==> src/rtl/servisia_boot_ctrl.sv <==
// ----------------------------------------------------------------------------
// servisia_boot_ctrl
//
// Boot sequencer sitting between the subservient core, the byte-wide SRAM
// controller and a byte-stream boot source (UART / SPI-flash receiver).
//
// Out of reset the block owns the SRAM port and copies BOOT_BYTES stream
// bytes into SRAM starting at BASE_ADDR while holding the core in reset.
// Once the image is loaded it spends one idle RELEASE cycle, then hands the
// SRAM port to the core and releases core reset (RUN, terminal until rst_i).
//
// Optional feature, macro SERVISIA_BOOT_CHECKSUM_EN:
//   After the image one extra check byte is taken from the stream. If the
//   8-bit sum of image bytes plus the check byte is zero the core is started.
//   Otherwise the block parks in ERROR with err_o=1 and the core held in
//   reset. Without the macro there is no CHECK/ERROR state and err_o=0.
//
// Handshake: a stream byte is transferred in every cycle where boot_valid_i
// and boot_ready_o are both high. boot_ready_o depends only on the FSM state,
// never on boot_valid_i, and the source may stall for any number of cycles.
//
// The FSM state is held in state_q (type state_t) for checkers to bind to.
//
// Ports:
//   clk_i, rst_i        clock, asynchronous active-high reset
//   boot_valid_i/_data_i/_ready_o  boot byte stream
//   core_waddr_i/_wdata_i/_wen_i   core SRAM write request (honoured in RUN)
//   core_raddr_i/_ren_i            core SRAM read request  (honoured in RUN)
//   core_rdata_o        SRAM read data to core (straight from mem_rdata_i)
//   mem_addr_o/_wdata_o/_wen_o/_ren_o/_rdata_i  SRAM controller port
//   core_rst_o          active-high core reset (registered)
//   done_o              load completed, core running (registered)
//   err_o               checksum failure (registered; 0 without the feature)
// ----------------------------------------------------------------------------
module servisia_boot_ctrl #(
    parameter int unsigned AW         = 21,
    parameter int unsigned BOOT_BYTES = 1024,
    parameter int unsigned BASE_ADDR  = 0
) (
    input  logic          clk_i,
    input  logic          rst_i,
    input  logic          boot_valid_i,
    input  logic [7:0]    boot_data_i,
    output logic          boot_ready_o,
    input  logic [AW-1:0] core_waddr_i,
    input  logic [7:0]    core_wdata_i,
    input  logic          core_wen_i,
    input  logic [AW-1:0] core_raddr_i,
    input  logic          core_ren_i,
    output logic [7:0]    core_rdata_o,
    output logic [AW-1:0] mem_addr_o,
    output logic [7:0]    mem_wdata_o,
    output logic          mem_wen_o,
    output logic          mem_ren_o,
    input  logic [7:0]    mem_rdata_i,
    output logic          core_rst_o,
    output logic          done_o,
    output logic          err_o
);

    // Counter must be able to hold BOOT_BYTES itself (value after the last
    // accepted byte), hence clog2(BOOT_BYTES+1), never narrower than 1 bit.
    localparam int unsigned CW = (BOOT_BYTES == 0) ? 1 : $clog2(BOOT_BYTES + 1);

    localparam logic [CW-1:0] LAST_CNT = CW'((BOOT_BYTES == 0) ? 0 : BOOT_BYTES - 1);
    localparam logic [AW-1:0] BASE     = AW'(BASE_ADDR);

`ifdef SERVISIA_BOOT_CHECKSUM_EN
    typedef enum logic [2:0] {
        ST_LOAD    = 3'd0,
        ST_RELEASE = 3'd1,
        ST_RUN     = 3'd2,
        ST_CHECK   = 3'd3,
        ST_ERROR   = 3'd4
    } state_t;
`else
    typedef enum logic [2:0] {
        ST_LOAD    = 3'd0,
        ST_RELEASE = 3'd1,
        ST_RUN     = 3'd2
    } state_t;
`endif

    // An empty image boots straight into RUN.
    localparam state_t RESET_STATE = (BOOT_BYTES == 0) ? ST_RUN : ST_LOAD;
    localparam logic   RESET_CORE_RST = (BOOT_BYTES == 0) ? 1'b0 : 1'b1;
    localparam logic   RESET_DONE     = (BOOT_BYTES == 0) ? 1'b1 : 1'b0;

    state_t        state_q, state_d;
    logic [CW-1:0] cnt_q, cnt_d;
    logic          core_rst_q;
    logic          done_q;
    logic          ready;

`ifdef SERVISIA_BOOT_CHECKSUM_EN
    logic [7:0]    sum_q, sum_d;
    logic [7:0]    sum_check;
    logic          err_q;
`endif

    // ------------------------------------------------------------------
    // State and status registers
    // ------------------------------------------------------------------
    always_ff @(posedge clk_i or posedge rst_i) begin
        if (rst_i) begin
            state_q    <= RESET_STATE;
            cnt_q      <= '0;
            core_rst_q <= RESET_CORE_RST;
            done_q     <= RESET_DONE;
        end else begin
            state_q    <= state_d;
            cnt_q      <= cnt_d;
            // Status flags follow the next state so they change on the
            // very first cycle spent in RUN.
            core_rst_q <= (state_d != ST_RUN);
            done_q     <= (state_d == ST_RUN);
        end
    end

`ifdef SERVISIA_BOOT_CHECKSUM_EN
    always_ff @(posedge clk_i or posedge rst_i) begin
        if (rst_i) begin
            sum_q <= 8'h00;
            err_q <= 1'b0;
        end else begin
            sum_q <= sum_d;
            err_q <= (state_d == ST_ERROR);
        end
    end
`endif

    // ------------------------------------------------------------------
    // Next state, stream handshake and SRAM port mux
    // ------------------------------------------------------------------
    always_comb begin
        state_d     = state_q;
        cnt_d       = cnt_q;
        ready       = 1'b0;
        mem_addr_o  = '0;
        mem_wdata_o = 8'h00;
        mem_wen_o   = 1'b0;
        mem_ren_o   = 1'b0;
`ifdef SERVISIA_BOOT_CHECKSUM_EN
        sum_d       = sum_q;
        sum_check   = sum_q + boot_data_i;
`endif

        case (state_q)
            ST_LOAD: begin
                ready = 1'b1;
                if (boot_valid_i) begin
                    mem_wen_o   = 1'b1;
                    // Address wraps modulo 2**AW by truncation.
                    mem_addr_o  = BASE + AW'(cnt_q);
                    mem_wdata_o = boot_data_i;
                    cnt_d       = cnt_q + 1'b1;
`ifdef SERVISIA_BOOT_CHECKSUM_EN
                    sum_d       = sum_q + boot_data_i;
                    if (cnt_q == LAST_CNT) begin
                        state_d = ST_CHECK;
                    end
`else
                    if (cnt_q == LAST_CNT) begin
                        state_d = ST_RELEASE;
                    end
`endif
                end
            end

`ifdef SERVISIA_BOOT_CHECKSUM_EN
            // One check byte is consumed but never written to SRAM.
            ST_CHECK: begin
                ready = 1'b1;
                if (boot_valid_i) begin
                    state_d = (sum_check == 8'h00) ? ST_RELEASE : ST_ERROR;
                end
            end

            // Parked until rst_i; core stays in reset, SRAM untouched.
            ST_ERROR: begin
                state_d = ST_ERROR;
            end
`endif

            // Single idle cycle separating loader and core SRAM ownership.
            ST_RELEASE: begin
                state_d = ST_RUN;
            end

            ST_RUN: begin
                mem_wen_o   = core_wen_i;
                mem_ren_o   = core_ren_i;
                mem_wdata_o = core_wdata_i;
                // A simultaneous write takes the address bus.
                mem_addr_o  = core_wen_i ? core_waddr_i : core_raddr_i;
            end

            default: begin
                state_d = RESET_STATE;
            end
        endcase
    end

    assign boot_ready_o = ready;
    assign core_rdata_o = mem_rdata_i;
    assign core_rst_o   = core_rst_q;
    assign done_o       = done_q;

`ifdef SERVISIA_BOOT_CHECKSUM_EN
    assign err_o = err_q;
`else
    assign err_o = 1'b0;
`endif

endmodule

==> config.mk <==
export PLATFORM = sky130hd
export DESIGN_NAME = servisia_boot_ctrl
export DESIGN_NICKNAME = d
export VERILOG_FILES = /design/src/rtl/servisia_boot_ctrl.sv
export SDC_FILE = /design/constraint.sdc
export NUM_CORES = 1
export LEC_CHECK = 0
export CORE_AREA = 4 4 70 72
export DETAILED_ROUTE_END_ITERATION = 8
export DIE_AREA = 0 0 74 76
export GPL_TIMING_DRIVEN = 0
export PLACE_DENSITY = 0.78
export SYNTH_ARGS = -nofsm -noshare
export SYNTH_HDL_FRONTEND = slang
export SYNTH_SLANG_ARGS = --single-unit
==> constraint.sdc <==
create_clock -name clk_i -period 1.9 [get_ports clk_i]
set_input_delay 0.19 -clock clk_i [delete_from_list [all_inputs] [get_ports clk_i]]
set_output_delay 0.19 -clock clk_i [all_outputs]
set_load 0.02 [all_outputs]
==> out/results.txt <==
status = complete, no violations
R2R cell count = 5
Netlist cell types = 30
vias in the first global route = 1276
area of the multi-input gates = 782 µm²
arrival time at the worst endpoint = 1620 ps
largest net degree at the start of global routing = 17
fin util = 0.555
DP Worst Slack = -756 ps
via count = 1414
Final Hold Fails = 0
Worst setup SP type = register
post-synthesis compound-gate area fraction = 0.123
total gr overflow = 0
first-pass GRT wire length = 6410 µm
Iter 0 DRT Violations = 43
TritonCTS clock tree = built
Yosys Warn Count = 0
top cell type's share of synthesized area = 0.293
sequential area share after synthesis = 0.313
Die Width = 74 µm
XOR/XNOR share of the synthesized area = 0.0684
Root Buffer = clkbuf_8
Final period util = 0.955
number of max-cap violations = 0
Data required, critical path = 1710 ps
Core Box Area = 4290 µm²
final setup margin = 86.4 ps
fillcell total = 431
reg-to-reg endpoint = cnt_q[10]
storage element area = 405 µm²
drt pass-1 iters = 4
Synth Area in Adders = 0.00977
htree depth = 1
ys flop type = dfrtp_1
Hold Buf Count CTS = 0
critical path type = reg -> out
die area = 5620 µm²
CTS max path bufs = 2
num rows = 24
Num CTS Buffers = 3
initial core utilization = 0.298
fmax = 0.551 GHz
worst r2r src = state_q[0]
Power per Cell Area = 505 nW/µm²
antenna-violating nets left = 0
area delta synth->final = 86.1%
Setup Viol. Count Final = 0
Slew Viols, Final = 0
Crit Path Max Fanout = 10
Port Buffer Count = 104
#FFs+latches synth = 16
initial antenna violation count = 0
post-route total power = 1200 µW
Tmin final = 1810 ps
drt via density = 4.61
mux share of post-synthesis cell area = 0.195
r2r setup slk = 120 ps
Worst-path clk slew = 60 ps
Slew HR = 0.603
DRC errors left = 0
WL per Instance = 13.8 µm
main combinational cell family by area after synthesis = simple AND/OR/NAND/NOR gates
share of cells above drive strength 1 = 0.235
Hold/Removal Path Class = in -> async
Post-Synth Simple-Gate Area = 0.204
GP Congestion = 0.766
CP endpoint kind = output port
clk_lat worst skew = 250 ps
P_leak = 0.00112 µW
io pins = 114
Synth Cell Area = 1280 µm²
Setup Skew = 5.67 ps
Least-Margin Pin Slew = 594 ps
layout net count = 328
EDFF count, synth = 0
unrepaired setup endpoints after global routing = no
Ant. Diodes = 0
async set-reset flop share out of synthesis = 1.00
Avg Inst Size Synth = 8.84 µm²
Syn Inst Count = 145
Total GRT Usage = 0.144
VDD IR max = 0.251 mV
clock sinks = 16
Yosys top cell by area = dfrtp_1
aggregate routed wire length = 4240 µm
Post-DP HPWL = 3480 µm
Synth area leaders = dfrtp_1 29%, mux2_2 11%, nor2_1 8.5%, mux2i_1 7.8%, xnor2_1 6.2%
Die Height = 76 µm
-- cells by family (layout without fill, tap and decap cells) --
logic type,after synthesis,in the layout
AOI/OAI and AO/OA,21,21
xor gates and xnor gates,10,10
adders and majority gates,1,1
buffers and inverters,19,128
DFF,16,16
muxes,23,23
other,1,2
and+or+nand+nor,54,54
-- where the power goes --
group,internal (µW),switching [µW],leakage [µW]
logic,279,176,0.000896
registers,404,81.7,0.000204
clock network,149,114,0.0000228
total,832,372,0.00112
-- how the worst max path moves through the flow --
stage                                 to  cells after the start        from  slack, ps
final                       boot_ready_o                      4  state_q[0]         90
after global routing        boot_ready_o                      4  state_q[0]          5
after CTS                  mem_addr_o[3]                      5  state_q[1]        0.5
after detailed placement  mem_addr_o[14]                      6  core_wen_i       -760
after global placement    mem_addr_o[12]                      6  core_wen_i       -760
after floorplan                cnt_q[10]                      4  state_q[0]        220
-- worst max-delay path: stages, from the launching register on --
cell and delay (ps):
dfrtp_2 440, or2_2 340, buf_2 190, nor2_1 90, clkdlybuf4s15_1 310
-- final cells by class --
type | instances | area share
buffer | 16 | 0.0530
multi-input combinational | 111 | 0.328
tap | 52 | 0.0273
clock buffer | 4 | 0.0189
sequential | 16 | 0.170
timing repair buffer | 106 | 0.400
inverter | 2 | 0.00315
-- cells in the final DEF (no fill, tap or decap), types with 4 or more instances in the layout --
cell type and n:
a22o_1 8, a21oi_1 4, mux2i_1 10, buf_2 5
nor2_1 29, a22oi_1 7, xnor2_1 9, clkbuf_8 4
dlygate4sd2_1 12, clkbuf_2 16, mux2_2 12, nand2_1 7
clkdlybuf4s50_1 70, buf_4 11, dfrtp_1 12
-- routing by layer --
metal	share of wire	GRT usage	up-vias
li1	-	-	716
met4	0.022	0.0507	0
met1	0.39	0.175	639
met2	0.49	0.237	50
met3	0.096	0.0435	9
met5	0	0	-
-- metrics by stage --
step | cells | area, µm² | hold WS [ps] | setup TNS, ps
after floorplan | 146 | 1280 | 103 | 0
after global placement | 302 | 2390 | 483 | -20170
after detailed placement | 302 | 2390 | 481 | -20360
after CTS | 306 | 2460 | 322 | 0
after global routing | 307 | 2380 | 355 | 0
final | 307 | 2380 | 300 | 0
-- flip-flops by register name, indices dropped and copies added (netlist names) --
signal,flops
cnt_q,11
state_q,3
core_rst_o,1
done_o,1
-- synth_stat cells (3+ instances only) --
cell	number
a22o_1	8
and3_1	3
a21oi_1	4
a22oi_1	7
nand2_1	8
clkbuf_1	6
mux2i_1	10
nand4_1	3
dfrtp_1	15
mux2_2	12
nor2_1	29
nand3_1	3
buf_4	9
xnor2_1	9
-- timing repair --
| item | 4_1_cts | 5_1_grt |
|---|---|---|
| resized for setup | 69 | 28 |
| setup buffers | 1 | 1 |
| endpoints found under the setup margin | 32 | 23 |
No activity file was read; power rests on OpenSTA's default activity.
